==> src/rtl/semi_auto_nav.sv <==
// rtl/semi_auto_nav.sv - semi-automatic corridor driving controller with turn handshake
//
// Purpose:
//   Takes one-shot operator direction commands and drives the car down a corridor
//   until the detectors report a junction or wall. In semi-auto mode the car then
//   stops, or takes the only open side turn. In auto mode it follows the right-hand
//   rule. Turns are requested from the turning block with a fixed-length trigger
//   pulse, and the turn is considered done after a busy pulse has been seen and
//   has ended.
//
// Optional feature macro: SEMI_AUTO_TIMEOUT_EN
//   When defined, TURNING is bounded by TURN_TIMEOUT_CYC and overruns go to FAULT.
//   When undefined, TURNING waits indefinitely and fault is tied low.
//
// Ports:
//   clk              control clock (500 Hz tick); all registers update on its falling edge
//   rst              synchronous active-high reset, has priority over enable
//   enable           low forces WAITING on the next edge (junction_cnt is kept)
//   mode             0 = semi-auto (stop at junctions), 1 = auto (right-hand rule)
//   move_forward     operator command: go forward
//   move_left        operator command: turn left
//   move_right       operator command: turn right
//   move_backward    operator command: turn around
//   detector[3:0]    obstacle flags, 1 = blocked: [3] front, [2] back, [1] left, [0] right
//   is_turning       busy flag from the turning block
//   out_move_forward drive-forward request to the motor block
//   trig_left        left-turn trigger
//   trig_right       right-turn trigger
//   trig_back        turn-around trigger
//   out_state[3:0]   current state code
//   junction_cnt     junctions passed, saturating at all-ones
//   fault            turn timeout indication
module semi_auto_nav #(
  parameter int TURN_TRIGGER_CYC = 100,
  parameter int MOVE_END_CYC     = 50,
  parameter int TURN_TIMEOUT_CYC = 1500,
  parameter int CNT_W            = 16
) (
  input  logic             clk,
  input  logic             rst,
  input  logic             enable,
  input  logic             mode,
  input  logic             move_forward,
  input  logic             move_left,
  input  logic             move_right,
  input  logic             move_backward,
  input  logic [3:0]       detector,
  input  logic             is_turning,
  output logic             out_move_forward,
  output logic             trig_left,
  output logic             trig_right,
  output logic             trig_back,
  output logic [3:0]       out_state,
  output logic [CNT_W-1:0] junction_cnt,
  output logic             fault
);

  // The enum values are the externally visible state codes.
  typedef enum logic [3:0] {
    S_MOVING_END = 4'b0000,
    S_WAITING    = 4'b0001,
    S_TRIG_L     = 4'b0010,
    S_TRIG_R     = 4'b0011,
    S_TRIG_B     = 4'b0100,
    S_TURNING    = 4'b0101,
    S_DIR_MOVING = 4'b0110,
    S_MOVING     = 4'b0111,
    S_FAULT      = 4'b1000
  } state_e;

  localparam logic [31:0] TrigLast    = 32'(TURN_TRIGGER_CYC - 1);
  localparam logic [31:0] EndLast     = 32'(MOVE_END_CYC - 1);
  localparam logic [31:0] TimeoutLast = 32'(TURN_TIMEOUT_CYC - 1);

`ifdef SEMI_AUTO_TIMEOUT_EN
  localparam bit TimeoutEn = 1'b1;
`else
  localparam bit TimeoutEn = 1'b0;
`endif

  // Detector aliases, 1 = blocked.
  logic det_front, det_back, det_left, det_right;
  assign det_front = detector[3];
  assign det_back  = detector[2];
  assign det_left  = detector[1];
  assign det_right = detector[0];

  // Commands are only honoured when exactly one is asserted.
  logic [3:0] cmd_vec;
  logic       cmd_single;
  assign cmd_vec    = {move_forward, move_left, move_right, move_backward};
  assign cmd_single = $onehot(cmd_vec);

  state_e           state_q, state_d;
  logic [31:0]      trig_cnt_q, trig_cnt_d;
  logic [31:0]      end_cnt_q, end_cnt_d;
  logic [31:0]      turn_cnt_q, turn_cnt_d;
  logic             seen_busy_q, seen_busy_d;
  logic [CNT_W-1:0] junction_cnt_q, junction_cnt_d;

  logic in_trig;
  assign in_trig = (state_q == S_TRIG_L) || (state_q == S_TRIG_R) || (state_q == S_TRIG_B);

  // Next-state logic.
  always_comb begin
    state_d = state_q;
    if (!enable) begin
      state_d = S_WAITING;
    end else begin
      case (state_q)
        S_WAITING: begin
          if (cmd_single) begin
            if (move_forward && !det_front) begin
              state_d = S_DIR_MOVING;
            end else if (move_left && !det_left) begin
              state_d = S_TRIG_L;
            end else if (move_right && !det_right) begin
              state_d = S_TRIG_R;
            end else if (move_backward && !det_back) begin
              state_d = S_TRIG_B;
            end
          end
        end

        S_TRIG_L, S_TRIG_R, S_TRIG_B: begin
          if (trig_cnt_q == TrigLast) begin
            state_d = S_TURNING;
          end
        end

        S_TURNING: begin
          // The turn is finished only once busy has been seen and then dropped.
          // A normal exit takes precedence over a timeout on the same edge.
          if (seen_busy_q && !is_turning) begin
            state_d = S_DIR_MOVING;
          end else if (TimeoutEn && (turn_cnt_q == TimeoutLast)) begin
            state_d = S_FAULT;
          end
        end

        S_DIR_MOVING: begin
          // Wait until the car is properly inside a corridor (walls both sides,
          // front and back open) before watching for junctions.
          if (detector == 4'b0011) begin
            state_d = S_MOVING;
          end
        end

        S_MOVING: begin
          if (!det_left || !det_right || det_front) begin
            state_d = S_MOVING_END;
          end
        end

        S_MOVING_END: begin
          // The detector is only consulted on the final cycle, once the car has
          // rolled into the junction.
          if (end_cnt_q == EndLast) begin
            if (!mode) begin
              case (detector)
                4'b1011: state_d = S_TRIG_B;
                4'b1001: state_d = S_TRIG_L;
                4'b1010: state_d = S_TRIG_R;
                default: state_d = S_WAITING;
              endcase
            end else begin
              if (!det_right) begin
                state_d = S_TRIG_R;
              end else if (!det_front) begin
                state_d = S_DIR_MOVING;
              end else if (!det_left) begin
                state_d = S_TRIG_L;
              end else begin
                state_d = S_TRIG_B;
              end
            end
          end
        end

        S_FAULT: begin
          state_d = S_FAULT;
        end

        default: begin
          state_d = S_WAITING;
        end
      endcase
    end
  end

  // Timers and flags. Each timer only advances while its state is held, so it
  // is zero on every entry into that state.
  always_comb begin
    trig_cnt_d     = '0;
    end_cnt_d      = '0;
    turn_cnt_d     = '0;
    seen_busy_d    = 1'b0;
    junction_cnt_d = junction_cnt_q;

    if (in_trig && (state_d == state_q)) begin
      trig_cnt_d = trig_cnt_q + 32'd1;
    end

    if ((state_q == S_MOVING_END) && (state_d == S_MOVING_END)) begin
      end_cnt_d = end_cnt_q + 32'd1;
    end

    if ((state_q == S_TURNING) && (state_d == S_TURNING)) begin
      seen_busy_d = seen_busy_q | is_turning;
      if (TimeoutEn) begin
        turn_cnt_d = turn_cnt_q + 32'd1;
      end
    end

    // A junction is counted on the edge that leaves MOVING.
    if ((state_q == S_MOVING) && (state_d == S_MOVING_END) && (junction_cnt_q != '1)) begin
      junction_cnt_d = junction_cnt_q + CNT_W'(1);
    end
  end

  always_ff @(negedge clk) begin
    if (rst) begin
      state_q        <= S_WAITING;
      trig_cnt_q     <= '0;
      end_cnt_q      <= '0;
      turn_cnt_q     <= '0;
      seen_busy_q    <= 1'b0;
      junction_cnt_q <= '0;
    end else begin
      state_q        <= state_d;
      trig_cnt_q     <= trig_cnt_d;
      end_cnt_q      <= end_cnt_d;
      turn_cnt_q     <= turn_cnt_d;
      seen_busy_q    <= seen_busy_d;
      junction_cnt_q <= junction_cnt_d;
    end
  end

  // Moore outputs.
  assign out_state        = state_q;
  assign out_move_forward = (state_q == S_DIR_MOVING) || (state_q == S_MOVING) ||
                            (state_q == S_MOVING_END);
  assign trig_left        = (state_q == S_TRIG_L);
  assign trig_right       = (state_q == S_TRIG_R);
  assign trig_back        = (state_q == S_TRIG_B);
  assign junction_cnt     = junction_cnt_q;

`ifdef SEMI_AUTO_TIMEOUT_EN
  assign fault = (state_q == S_FAULT);
`else
  assign fault = 1'b0;
`endif

endmodule

==> config.mk <==
export PLATFORM = sky130hd
export DESIGN_NAME = semi_auto_nav
export DESIGN_NICKNAME = d
export VERILOG_FILES = /design/src/rtl/semi_auto_nav.sv
export SDC_FILE = /design/constraint.sdc
export NUM_CORES = 1
export LEC_CHECK = 0
export BUFFER_PORTS_ARGS = -buffer_cell sky130_fd_sc_hd__buf_2
export CAP_MARGIN = 20
export CORE_AREA = 2 2 93 95
export CTS_CLUSTER_DIAMETER = 60
export DETAILED_ROUTE_END_ITERATION = 12
export DIE_AREA = 0 0 95 97
export GPL_ROUTABILITY_DRIVEN = 0
export PLACE_DENSITY = 0.72
export SLEW_MARGIN = 10
export SYNTH_ARGS = -nofsm -noshare
export SYNTH_HDL_FRONTEND = slang
export SYNTH_SLANG_ARGS = --single-unit
==> constraint.sdc <==
create_clock -name clk -period 3.55 [get_ports clk]
set_clock_uncertainty 0.2 [all_clocks]
set_input_delay 0.5325 -clock clk [delete_from_list [all_inputs] [get_ports clk]]
set_output_delay 0.5325 -clock clk [all_outputs]
set_load 0.05 [all_outputs]
==> run summary, run 1 <==
For the number of max-slew violations in the final report, the log shows 0. After detailed routing, the wire length on met1 is 5.37 mm. For this run, design rule violations remaining after detail routing come to 0. The logs give 0 for the number of hold violations in the final report and 0.433 for the worst relative slew slack.

The first global-routing pass estimated 21.3 mm of wire. The Yosys step of the flow raised 0 warnings. In this run the deepest clock path goes through 2 buffers. The share of flip-flops with an asynchronous set or reset was 0. Most prevalent standard cell on the critical path: sky130_fd_sc_hd__ha_4. TritonCTS built the clock tree. The tool flagged a number of max-cap violations equal to 0. The met2 wire length was 7.53 mm; the detailed-route wire length was 14.3 mm. Worst-path maximum fanout: 5. The logs give 0.288 for the overall track demand over capacity in global routing and 0.000373 V for the maximum VDD drop. The highest layer touched by signal routing is met4. For this run the aggregate overflow at the end of global routing stands at 0.

Once detail routing completed, the nets flagged for antenna violations numbered 0. The floorplan has 33 rows. In this run the number of H-tree levels came out at 3. In this run the cell area of the synthesized design comes to 4290 sq um.

Data on the critical path is required at its endpoint by 1910 ps. In this design, the stage delay of the slowest critical-path cell is 610 ps. Fraction of layout instances using a drive strength above 1: 0.347. The most used flip-flop cell after synthesis is sky130_fd_sc_hd__dfxtp_1.

The path class of the tightest hold or removal check is flip-flop to flip-flop. In the final design database the tool counted 693 nets. After synthesis, the mean cell area works out to 8.34 sq um. The first detailed-routing pass ran for 5 iterations.

In this run the clock root is driven by a sky130_fd_sc_hd__clkbuf_8. The count of cell types in the netlist came out at 48. Hold is met by 289 ps.

Setup repair after global routing could not meet its margin everywhere. The initial core utilization was 0.527; the flop and latch count out of synthesis was 85. The logs give 85 for the clock sink total and -1810 ps for the post-layout worst setup margin. The power density over the cells was 356 nW/um^2. The logs give 91 for the total setup violations reported at the end of the flow and 0 for the initial antenna violation count. The number of top-level design ports is 38, and the setup slack of the worst register-to-register path is 340 ps. Summed over all nets, the half-perimeter wirelength after detailed placement is 6.73 mm.

The total nets after synthesis is 534. The leakage power was 0.00255 uW; the synthesized instance count was 514. The die covers 9220 sq um. The data arrival time of the critical path came out at 3720 ps.

The CTS buffer count was 9. The run finished, with violations left. The critical path in this run is classified as input port to flip-flop. The sequential element share of the synthesized area is 0.397, and the antenna diode count is 0. After clock tree synthesis, the clock-pin slew on the worst setup and hold paths is 30 ps. The critical path goes through buf_8 > inv_8 > fa_1 > inv_2 > ha_4 > ha_4 > or4b_1 > nand4b_1 > o31ai_2 > or3_4 > or4b_4 > buf_12 > buf_16 > nor2_4. After detailed routing, the number of vias per cell comes to 5.91. The width of the die is 95 microns, and the area of the core region is 8130 sq um. The number of buffers added on ports is 36. The checks that failed: setup timing. Wire segments on met3 add up to 876 microns in the final route. The largest net degree at the start of global routing is 29. The transition time at the pin with the least slew margin came out at 843 ps. Slowest cell on the critical path: sky130_fd_sc_hd__or4b_4. The worst setup path is captured at a flip-flop.

The startpoint type of the worst setup path was an input port. The minimum setup slack after placement came out at -2250 ps. The logs give 450 ps for the clock insertion delay at the later pin of the skew report and 4625 for the total number of vias. After detailed routing, the average wire length per cell comes to 18.2 microns. The height of the die is 97 microns. The via count of the first global-routing pass came out at 4791. Relative to the synthesized area, the layout overhead comes to 54.3%. For this block, the initial DRC count from the detailed router was 289. The synthesized design contains 0 enable-type register cells.
==> through the flow <==
step / area, sq um / power, uW / util / setup TNS, ps / std cells
2_1_floorplan: 4450 / 1220 / - / -138310 / 514
3_3_place_gp: 4880 / 1270 / 0.600 / -168400 / 664
3_5_place_dp: 4880 / 1270 / 0.600 / -173740 / 664
4_1_cts: 6270 / 2320 / 0.771 / -137070 / 783
5_1_grt: 6610 / 2500 / 0.813 / -142200 / 783
6_report: 6610 / 2360 / 0.813 / -138890 / 783
==> path summary, 6_finish.rpt <==
| path | cells after the start | from | endpoint |
|---|---|---|---|
| worst max-delay path | 14 | move_backward | end_cnt_q[19]$_SDFF_NP0_ |
| worst max register to register | 11 | out_state[2]$_SDFF_NP0_ | end_cnt_q[19]$_SDFF_NP0_ |
| worst min-delay path | 2 | junction_cnt[9]$_SDFFE_NP0P_ | junction_cnt[9]$_SDFFE_NP0P_ |
| worst min register to register | 2 | junction_cnt[9]$_SDFFE_NP0P_ | junction_cnt[9]$_SDFFE_NP0P_ |
==> power by group <==
group	total [uW]	leakage, uW	switching, uW	internal, uW
combinational	241	0.00129	134	107
clock	1150	0.000562	687	465
sequential	964	0.000694	4.42	959
==> cells in the mapped netlist (7+ instances only) <==
cell type,instances,area [sq um]
sky130_fd_sc_hd__dfxtp_1,85,1700
sky130_fd_sc_hd__nor2_1,79,297
sky130_fd_sc_hd__xor2_1,38,333
sky130_fd_sc_hd__nand3_1,33,165
sky130_fd_sc_hd__nand2_1,27,101
sky130_fd_sc_hd__xnor2_1,22,193
sky130_fd_sc_hd__nand4_1,21,131
sky130_fd_sc_hd__nor3_1,21,105
sky130_fd_sc_hd__inv_1,18,67.6
sky130_fd_sc_hd__and3_1,16,100
sky130_fd_sc_hd__nor4_1,14,87.6
sky130_fd_sc_hd__a21oi_1,13,65.1
sky130_fd_sc_hd__clkbuf_1,13,48.8
sky130_fd_sc_hd__o31ai_1,13,97.6
sky130_fd_sc_hd__or4_1,13,97.6
sky130_fd_sc_hd__and4_1,9,78.8
sky130_fd_sc_hd__nor2b_1,9,56.3
sky130_fd_sc_hd__nand2b_1,7,43.8
sky130_fd_sc_hd__o21ai_0,7,35.0
==> cell type report <==
| type | instances | area [sq um] |
|---|---|---|
| clock inverters | 92 | 402 |
| repair buffers | 86 | 997 |
| well taps | 105 | 131 |
| inverters | 17 | 73.8 |
| clock buffers | 9 | 124 |
| flip-flops and latches | 85 | 1730 |
| fillers | 447 | 1520 |
| multi-input cells | 389 | 3150 |
==> registers in the layout (all words and copies together) (netlist names) <==
register,flops
seen_busy_q,1
out_state,4
end_cnt_q,32
junction_cnt,16
trig_cnt_q,32
==> timing repair <==
action                                  CTS  global route
pin swaps                                49            17
resized for setup                       152           110
hold buffers                              0             0
setup buffers                            12             4
cloned                                    8             1
endpoints found under the setup margin  106           105
==> logic make-up after synthesis <==
logic type	count (synthesis)	share of synthesized area
XOR/XNOR	60	0.123
multiplexers	5	0.0126
AND/OR/NAND/NOR	270	0.333
AO/OA/AOI/OAI	46	0.0704
flip-flops	85	0.397
other	1	0.000875
adder cells (fa/ha/maj)	7	0.0222
buffers and inverters	40	0.0409
==> critical path, delay by kind of cell <==
kind / cells / cell delay, ps
and+or+nand+nor: 5 / 1690
buffers and inverters: 5 / 480
adders and majority gates: 3 / 920
AOI/OAI and AO/OA: 1 / 100
==> cell usage in the layout (no fill, tap or decap), types with 8 or more instances in the layout <==
cell type                   n
sky130_fd_sc_hd__and4_1     9
sky130_fd_sc_hd__buf_8      9
sky130_fd_sc_hd__clkbuf_8   9
sky130_fd_sc_hd__nor2_1    21
sky130_fd_sc_hd__nor4_1    14
sky130_fd_sc_hd__nor3_1    13
sky130_fd_sc_hd__buf_4     27
sky130_fd_sc_hd__buf_6     27
sky130_fd_sc_hd__nor2_4    50
sky130_fd_sc_hd__nor2b_1    8
sky130_fd_sc_hd__nand2_1   24
sky130_fd_sc_hd__nor2_2     8
sky130_fd_sc_hd__dfxtp_2   14
sky130_fd_sc_hd__dfxtp_1   67
sky130_fd_sc_hd__nand4_1   21
sky130_fd_sc_hd__xnor2_1   22
sky130_fd_sc_hd__buf_2      9
sky130_fd_sc_hd__nand3_1   33
sky130_fd_sc_hd__and3_1    16
sky130_fd_sc_hd__inv_1     98
sky130_fd_sc_hd__xor2_1    38
==> layer usage <==
layer / vias up / global-route usage
met5: - / 0
met4: 0 / 0.139
met3: 59 / 0.101
met2: 193 / 0.479
met1: 2230 / 0.324
li1: 2143 / -
No activity file was read; power rests on OpenSTA's default activity.
==> run 2, diff against run 1 <==
==> constraint.sdc (replaced) <==
create_clock -name clk -period 4.38 [get_ports clk]
set_clock_uncertainty 0.2 [all_clocks]
set_input_delay 0.657 -clock clk [delete_from_list [all_inputs] [get_ports clk]]
set_output_delay 0.657 -clock clk [all_outputs]
set_load 0.05 [all_outputs]
==> run 2 against run 1 <==
Compared with the run above:
- the flow still finishes with violations (setup timing)
- total power shrank 20%
- combinational power shrank 40%
- design area shrank 13%
- worst hold slack lost 30 ps
- sequential power shrank 19%
- sequential share of layout area grew 3.7 points
- routed wire length shrank 21%
- clock power shrank 17%
- worst setup slack gained 390 ps
- global-route usage shrank 4.1 points
- cell count shrank 2.6%
- clock-buffer cell count is the same
==> run summary, run 2 (synthesis gave the netlist of run 1 again) <==
The flow ran to the end, but the final reports show violations. The final reports fail on setup timing. STA classifies the critical path endpoint as a flip-flop. The height of the die was 97 microns (unchanged); the final design area excluding fillers was 5730 sq um (-13%). The first-pass GRT wire length came out at 18.5 mm (-13%). The worst-path maximum fanout was 8 (+3).

The min-delay analysis places its worst path in the category flip-flop to flip-flop. The run gives 4266 (-7.8%) as the total number of vias. For the final global-route overflow total, the log shows 0 (unchanged). The tools report the detailed placement HPWL as 6.60 mm (-2.0%). The row count is 33 (unchanged), and the maximum VDD drop is 0.000197 V (-47%). In the layout the commonest cells are 99 x sky130_fd_sc_hd__inv_1, 81 x sky130_fd_sc_hd__dfxtp_1, 56 x sky130_fd_sc_hd__nor2_1. Placed instance area: 4780 sq um (-2.1%). The overall track demand over capacity in global routing was 0.247 (-0.0414).

For the via count of the first global-routing pass, the log shows 4223 (-12%). The post-layout worst setup margin was -1420 ps (+387 ps); the detail-routed via count per cell was 5.59 (-5.3%). The run gives 9220 sq um (unchanged) as the area enclosed by the die boundary. STA classifies the critical path startpoint as an input port. The fraction of layout instances using a drive strength above 1 came out at 0.223 (-0.123). The CTS buffer count was 9 (unchanged). Max-cap check violation count: 0 (unchanged).

Setup repair after global routing could not meet its margin everywhere. The worst reg-to-reg path cell count was 7 (-4). The number of buffers on the longest clock path was 2 (unchanged); the worst relative slew slack was 0.234 (-0.199). The number of buffers added on ports was 36 (unchanged). The tools report the number of standard cells in the layout, taps in and fillers out as 763 (-2.6%). The routed wire length per instance was 14.7 microns (-19%). The total setup violations reported at the end of the flow was 86 (-5.5%); the number of top-level design ports was 38 (unchanged). The number of DRC markers after the initial detailed-route iteration was 176 (-39%).

The H-tree level count is 3 (unchanged), and the leakage power is 0.00230 uW (-9.6%). For the worst path required time, the log shows 2310 ps (+400 ps). The logs give 0 (unchanged) for the number of max-slew violations in the final report and 657 (-1.1%) for the number of placed instances, taps included.

The number of cells traversed by the worst hold path was 1 (-1); the setup slack of the worst register-to-register path was 1370 ps (+1030 ps). The total negative slack for setup checks was -103810 ps (+35080 ps). For the first-pass iteration count of the detailed router, the log shows 5 (unchanged).

The minimum setup slack after placement came out at -1880 ps (+367 ps). The root buffer cell chosen for the clock tree is sky130_fd_sc_hd__clkbuf_8. The clock insertion delay at the later pin of the skew report came out at 420 ps (-30 ps). The initial antenna violation count was 0 (unchanged); the area of the core region was 8130 sq um (unchanged).

The logs give 591 (+32%) for the filler cell count in the final layout and 0 (unchanged) for the remaining design rule violation count. The tools report the final layout net count as 673 (-2.9%). Leaving out fill and tap cells, the most frequent cell in the layout is sky130_fd_sc_hd__inv_1. The tools report the largest net degree at the start of global routing as 33 (+14%). The type of the worst setup path is input port to flip-flop. Total power: 1880 uW (-20%). The number of buffers inserted for hold repair after clock tree synthesis was 0 (unchanged).

The area added between synthesis and finish is 33.7%, and the initial core utilization is 0.527 (unchanged). The detailed-route wire length is 11.2 mm (-21%), and the area of all sequential standard cells is 1720 sq um (-1.0%). The logs give 2740 sq um (-13%) for the combined area of the multi-input logic cells and 85 (unchanged) for the clock sink total. The antenna diode count was 0 (unchanged); the clock-pin transition on the worst setup and hold timing paths was 40 ps (about the same).

The transition time at the pin with the least slew margin works out to 1150 ps (+306 ps). The tools report the number of nets with antenna violations after routing as 0 (unchanged). TritonCTS built the clock tree. The tools report the data arrival time of the critical path as 3740 ps (+20 ps).

The run gives 0 (unchanged) as the number of hold violations in the final report. The power density over the cells is 328 nW/um^2 (-8.0%), and the width of the die is 95 microns (unchanged).
==> run 2: cell count changes in the layout (fill, tap and decap cells not counted), sizes merged <==
cell      previous run  this run
clkbuf              11         9
bufinv               1         2
buf                 84        66
inv                107       104
clkinvlp             0         2
==> run 2: cell type report <==
cell class              count  share of cell area
inverters                  17              0.0131
clock buffers               9              0.0216
flip-flops and latches     85               0.300
clock inverters            92              0.0723
repair buffers             66              0.0932
well taps                 105              0.0229
multi-input cells         389               0.477
==> run 2: worst max-delay path, stage by stage <==
cell and delay (ps):
sky130_fd_sc_hd__buf_8 80, sky130_fd_sc_hd__inv_8 20, sky130_fd_sc_hd__fa_1 520, sky130_fd_sc_hd__inv_1 40
sky130_fd_sc_hd__ha_2 180, sky130_fd_sc_hd__ha_4 230, sky130_fd_sc_hd__or4b_1 470, sky130_fd_sc_hd__nand4b_1 130
sky130_fd_sc_hd__o31ai_2 90, sky130_fd_sc_hd__or3_4 390, sky130_fd_sc_hd__or4b_4 590, sky130_fd_sc_hd__buf_12 200
sky130_fd_sc_hd__nor3_4 110
==> run 2: layer usage <==
layer / share of wire / GRT usage
met3: 0.042 / 0.0849
met4: 0.020 / 0.119
met5: 0 / 0
met2: 0.49 / 0.385
met1: 0.44 / 0.302
==> run 2: repair_timing <==
item | CTS | global route
buffers inserted | 3 | 1
pin swaps | 11 | 6
cloned | 2 | 0
gates resized for setup | 57 | 29
endpoints found under the setup margin | 88 | 88
==> run 2: final timing paths <==
path / start / to
worst max-delay path: move_backward / end_cnt_q[0]$_SDFF_NP0_
worst min-delay path: trig_cnt_q[0]$_SDFF_NP0_ / trig_cnt_q[0]$_SDFF_NP0_
worst max register to register: end_cnt_q[13]$_SDFF_NP0_ / junction_cnt[15]$_SDFFE_NP0P_
worst min register to register: trig_cnt_q[0]$_SDFF_NP0_ / trig_cnt_q[0]$_SDFF_NP0_
==> run 2: per-stage QoR <==
step                      hold WS [ps]   util
after floorplan                    230      -
after detailed placement           252  0.588
final                              259  0.705
after CTS                          264  0.690
after global routing               308  0.705
after global placement             240  0.588
==> run 2: power breakdown <==
group	switching (uW)	leakage [uW]	total [uW]	internal [uW]
clock	525	0.000563	951	426
combinational	83.6	0.00105	145	61.5
sequential	4.69	0.000687	783	778
==> run 3, diff against run 2 <==
--- a/config.mk
+++ b/config.mk
@@ -7,12 +7,12 @@
 export LEC_CHECK = 0
 export BUFFER_PORTS_ARGS = -buffer_cell sky130_fd_sc_hd__buf_2
 export CAP_MARGIN = 20
-export CORE_AREA = 2 2 93 95
+export CORE_AREA = 2 2 85 87
 export CTS_CLUSTER_DIAMETER = 60
 export DETAILED_ROUTE_END_ITERATION = 12
-export DIE_AREA = 0 0 95 97
+export DIE_AREA = 0 0 87 89
 export GPL_ROUTABILITY_DRIVEN = 0
-export PLACE_DENSITY = 0.72
+export PLACE_DENSITY = 0.82
 export SLEW_MARGIN = 10
 export SYNTH_ARGS = -nofsm -noshare
 export SYNTH_HDL_FRONTEND = slang
==> constraint.sdc (replaced) <==
create_clock -name clk -period 7.35 [get_ports clk]
set_clock_uncertainty 0.2 [all_clocks]
set_input_delay 1.1025 -clock clk [delete_from_list [all_inputs] [get_ports clk]]
set_output_delay 1.1025 -clock clk [all_outputs]
set_load 0.05 [all_outputs]
==> run 3 against run 2 <==
Compared with the run above:
- the flow still finishes with violations (setup timing)
- worst setup slack better by 950 ps
- global-route usage grew 2.3 points
- critical path type unchanged
- clock power decreased by 39%
- sequential power is 40% lower
- clock-buffer cell count unchanged
- first-iteration DRC count up 48%
- combinational power decreased by 49%
- non-clock buffer count down 17
- critical path depth did not move
- die area shrank 16%
- routed wire length rose by 11%
==> run summary, run 3 (synthesis gave the netlist of run 1 again) <==
The worst relative slew slack was 0.292 (+0.0586). The total setup violations reported at the end of the flow is 80 (-7.0%). The root buffer cell chosen for the clock tree is sky130_fd_sc_hd__clkbuf_8. In this run the worst hold path is classified as flip-flop to flip-flop. Power density over the cells: 198 nW/um^2 (-40%). The detailed placement HPWL was 6.09 mm (-7.7%); the area of the core region was 6720 sq um (-17%). The row count is 30 (-9.1%), and the overall track demand over capacity in global routing is 0.270 (+0.0233). The detail-routed via count per cell is 6.17 (+10%), and the worst path required time is 3790 ps (+1480 ps).

Type of the worst setup path: input port to flip-flop. Number of buffers on the longest clock path: 2 (unchanged). The initial core utilization was 0.638 (+0.111); the height of the die was 89 microns (-8.2%).

The clock insertion delay at the later pin of the skew report is 430 ps (about the same). The transition time at the pin with the least slew margin was 1050 ps (-97.6 ps); the number of nets with antenna violations after routing was 0 (unchanged). The worst setup path is launched from an input port. The width of the die was 87 microns (-8.4%). The total number of vias is 4447 (+4.2%), and the area enclosed by the die boundary is 7740 sq um (-16%). The number of DRC markers after the initial detailed-route iteration came out at 260 (+48%). The tools report the element type at the critical path end as a flip-flop. In the layout the commonest cells are 101 x sky130_fd_sc_hd__inv_1, 85 x sky130_fd_sc_hd__dfxtp_1, 38 x sky130_fd_sc_hd__xor2_1. The worst reg-to-reg path cell count is 7 (unchanged). The run gives 85 (unchanged) as the clock sink total. The run gives 0 (unchanged) as the remaining design rule violation count. The reg-to-reg critical path startpoint is end_cnt_q[13]$_SDFF_NP0_. The setup slack of the worst register-to-register path was 4330 ps (+2960 ps); the number of cells traversed by the worst hold path was 1 (unchanged). The post-layout worst setup margin is -470 ps (+953 ps), and the area added between synthesis and finish is 31.8%. The clock-pin transition on the worst setup and hold timing paths came out at 40 ps (about the same).

The total power is 1120 uW (-41%), and the total negative slack for setup checks is -26860 ps (+76950 ps). The worst-path maximum fanout came out at 8 (unchanged). The number of top-level design ports is 38 (unchanged).

For the max-cap check violation count, the log shows 0 (unchanged). The logs give 0 (unchanged) for the number of max-slew violations in the final report and 741 uW (-41%) for the cell-internal power. The logs give 0.418 (about the same) for the relative contribution of sequential cells to total power and 283 ps (+24.1 ps) for the worst hold slack after final layout. TritonCTS built the clock tree. Number of buffers added on ports: 36 (unchanged).

The first-pass iteration count of the detailed router is 6 (+1). The launch instance of the worst min-delay path was trig_cnt_q[0]$_SDFF_NP0_. The worst hold path terminates at trig_cnt_q[0]$_SDFF_NP0_. The first-pass GRT wire length came out at 17.0 mm (-8.1%). The logs give 0 (unchanged) for the final global-route overflow total and 3 (unchanged) for the H-tree level count. Leaving out fill and tap cells, the most frequent cell in the layout is sky130_fd_sc_hd__inv_1.

The flow ran to the end, but the final reports show violations. The final layout net count was 656 (-2.5%). The checks that failed: setup timing.

The run gives 4260 ps (+520 ps) as the data arrival time of the critical path. For the clock share of power, the log shows 0.516 (+0.010). The maximum VDD drop was 0.000150 V (-24%); the number of hold violations in the final report was 0 (unchanged). The run gives 9 (unchanged) as the CTS buffer count. The routed wire length per instance is 17.2 microns (+17%), and the largest net degree at the start of global routing is 33 (unchanged). The number of buffers inserted for hold repair after clock tree synthesis is 0 (unchanged), and the switching power total is 375 uW (-39%). The portion of total power attributed to combinational logic was 0.066 (-0.011); the leakage power was 0.00222 uW (-3.6%). Via count of the first global-routing pass: 4139 (-2.0%).

The tools report the detailed-route wire length as 12.4 mm (+11%). The initial antenna violation count came out at 0 (unchanged). Setup repair after global routing could not meet its margin everywhere. The switching part of the total came out at 0.336 (+0.00952).

Antenna diode count: 0 (unchanged). The worst register-to-register path ends at junction_cnt[15]$_SDFFE_NP0P_. The fraction of layout instances using a drive strength above 1 works out to 0.212 (-0.0112).
-- run 3: cell types whose count changed in the layout (fill, tap and decap cells not counted), sizes merged --
| cell | delta |
|---|---|
| clkbuf | +2 |
| clkinvlp | -1 |
| inv | +1 |
| buf | -19 |
-- run 3: how the worst max path moves through the flow --
stage             startpoint                       to  slack [ps]  depth (start not counted)
2_1_floorplan  move_backward  end_cnt_q[1]$_SDFF_NP0_        -590                         13
3_3_place_gp   move_backward  end_cnt_q[1]$_SDFF_NP0_        -820                         13
3_5_place_dp   move_backward  end_cnt_q[5]$_SDFF_NP0_        -900                         13
4_1_cts         move_forward  end_cnt_q[1]$_SDFF_NP0_        -440                         13
5_1_grt        move_backward  end_cnt_q[0]$_SDFF_NP0_        -510                         13
6_report       move_backward  end_cnt_q[5]$_SDFF_NP0_        -470                         13
-- run 3: routing by layer --
| metal | vias up | global-route usage | share of wire |
|---|---|---|---|
| li1 | 2063 | - | - |
| met1 | 2114 | 0.302 | 0.40 |
| met2 | 234 | 0.448 | 0.51 |
| met3 | 36 | 0.0979 | 0.069 |
| met4 | 0 | 0.148 | 0.025 |
| met5 | - | 0.0130 | 0 |
-- run 3: timing repair --
| item | CTS | global route |
|---|---|---|
| gates cloned | 2 | 3 |
| setup buffers | 0 | 2 |
| pin swaps | 13 | 12 |
| setup endpoints to repair | 82 | 82 |
| gates resized for setup | 30 | 78 |
| hold endpoints to repair | 0 | 0 |
-- run 3: per-stage QoR --
stage | utilization | area, sq um | instances | setup WS, ps
after detailed placement | 0.681 | 4570 | 614 | -899
after global placement | 0.681 | 4570 | 614 | -816
after floorplan | - | 4340 | 514 | -589
final | 0.841 | 5650 | 721 | -470
after global routing | 0.841 | 5650 | 721 | -510
after CTS | 0.783 | 5260 | 716 | -443
-- run 3: layout make-up --
| class | count | area (sq um) |
|---|---|---|
| Inverter | 17 | 71.3 |
| Sequential cell | 85 | 1700 |
| Multi-Input combinational cell | 389 | 2830 |
| Clock buffer | 9 | 124 |
| Timing Repair Buffer | 49 | 412 |
| Fill cell | 370 | 1070 |
| Clock inverter | 92 | 407 |
| Tap cell | 80 | 100 |
-- run 3: worst max-delay path: stages --
cell	delay, ps
sky130_fd_sc_hd__buf_8	90
sky130_fd_sc_hd__inv_8	30
sky130_fd_sc_hd__fa_1	530
sky130_fd_sc_hd__inv_1	50
sky130_fd_sc_hd__ha_2	190
sky130_fd_sc_hd__ha_4	210
sky130_fd_sc_hd__or4b_1	480
sky130_fd_sc_hd__nand4b_1	130
sky130_fd_sc_hd__o31ai_2	100
sky130_fd_sc_hd__or3_4	400
sky130_fd_sc_hd__or4b_4	650
sky130_fd_sc_hd__buf_12	200
sky130_fd_sc_hd__nor3_2	110
-- run 3: power groups by stage --
stage	Clock (uW)	Sequential (uW)	Combinational, uW
floorplan	70.9	475	38.1
global placement	70.9	474	52.7
detailed placement	70.9	474	54.1
CTS	566	467	59.1
global route	634	466	77.7
finish	576	467	73.8
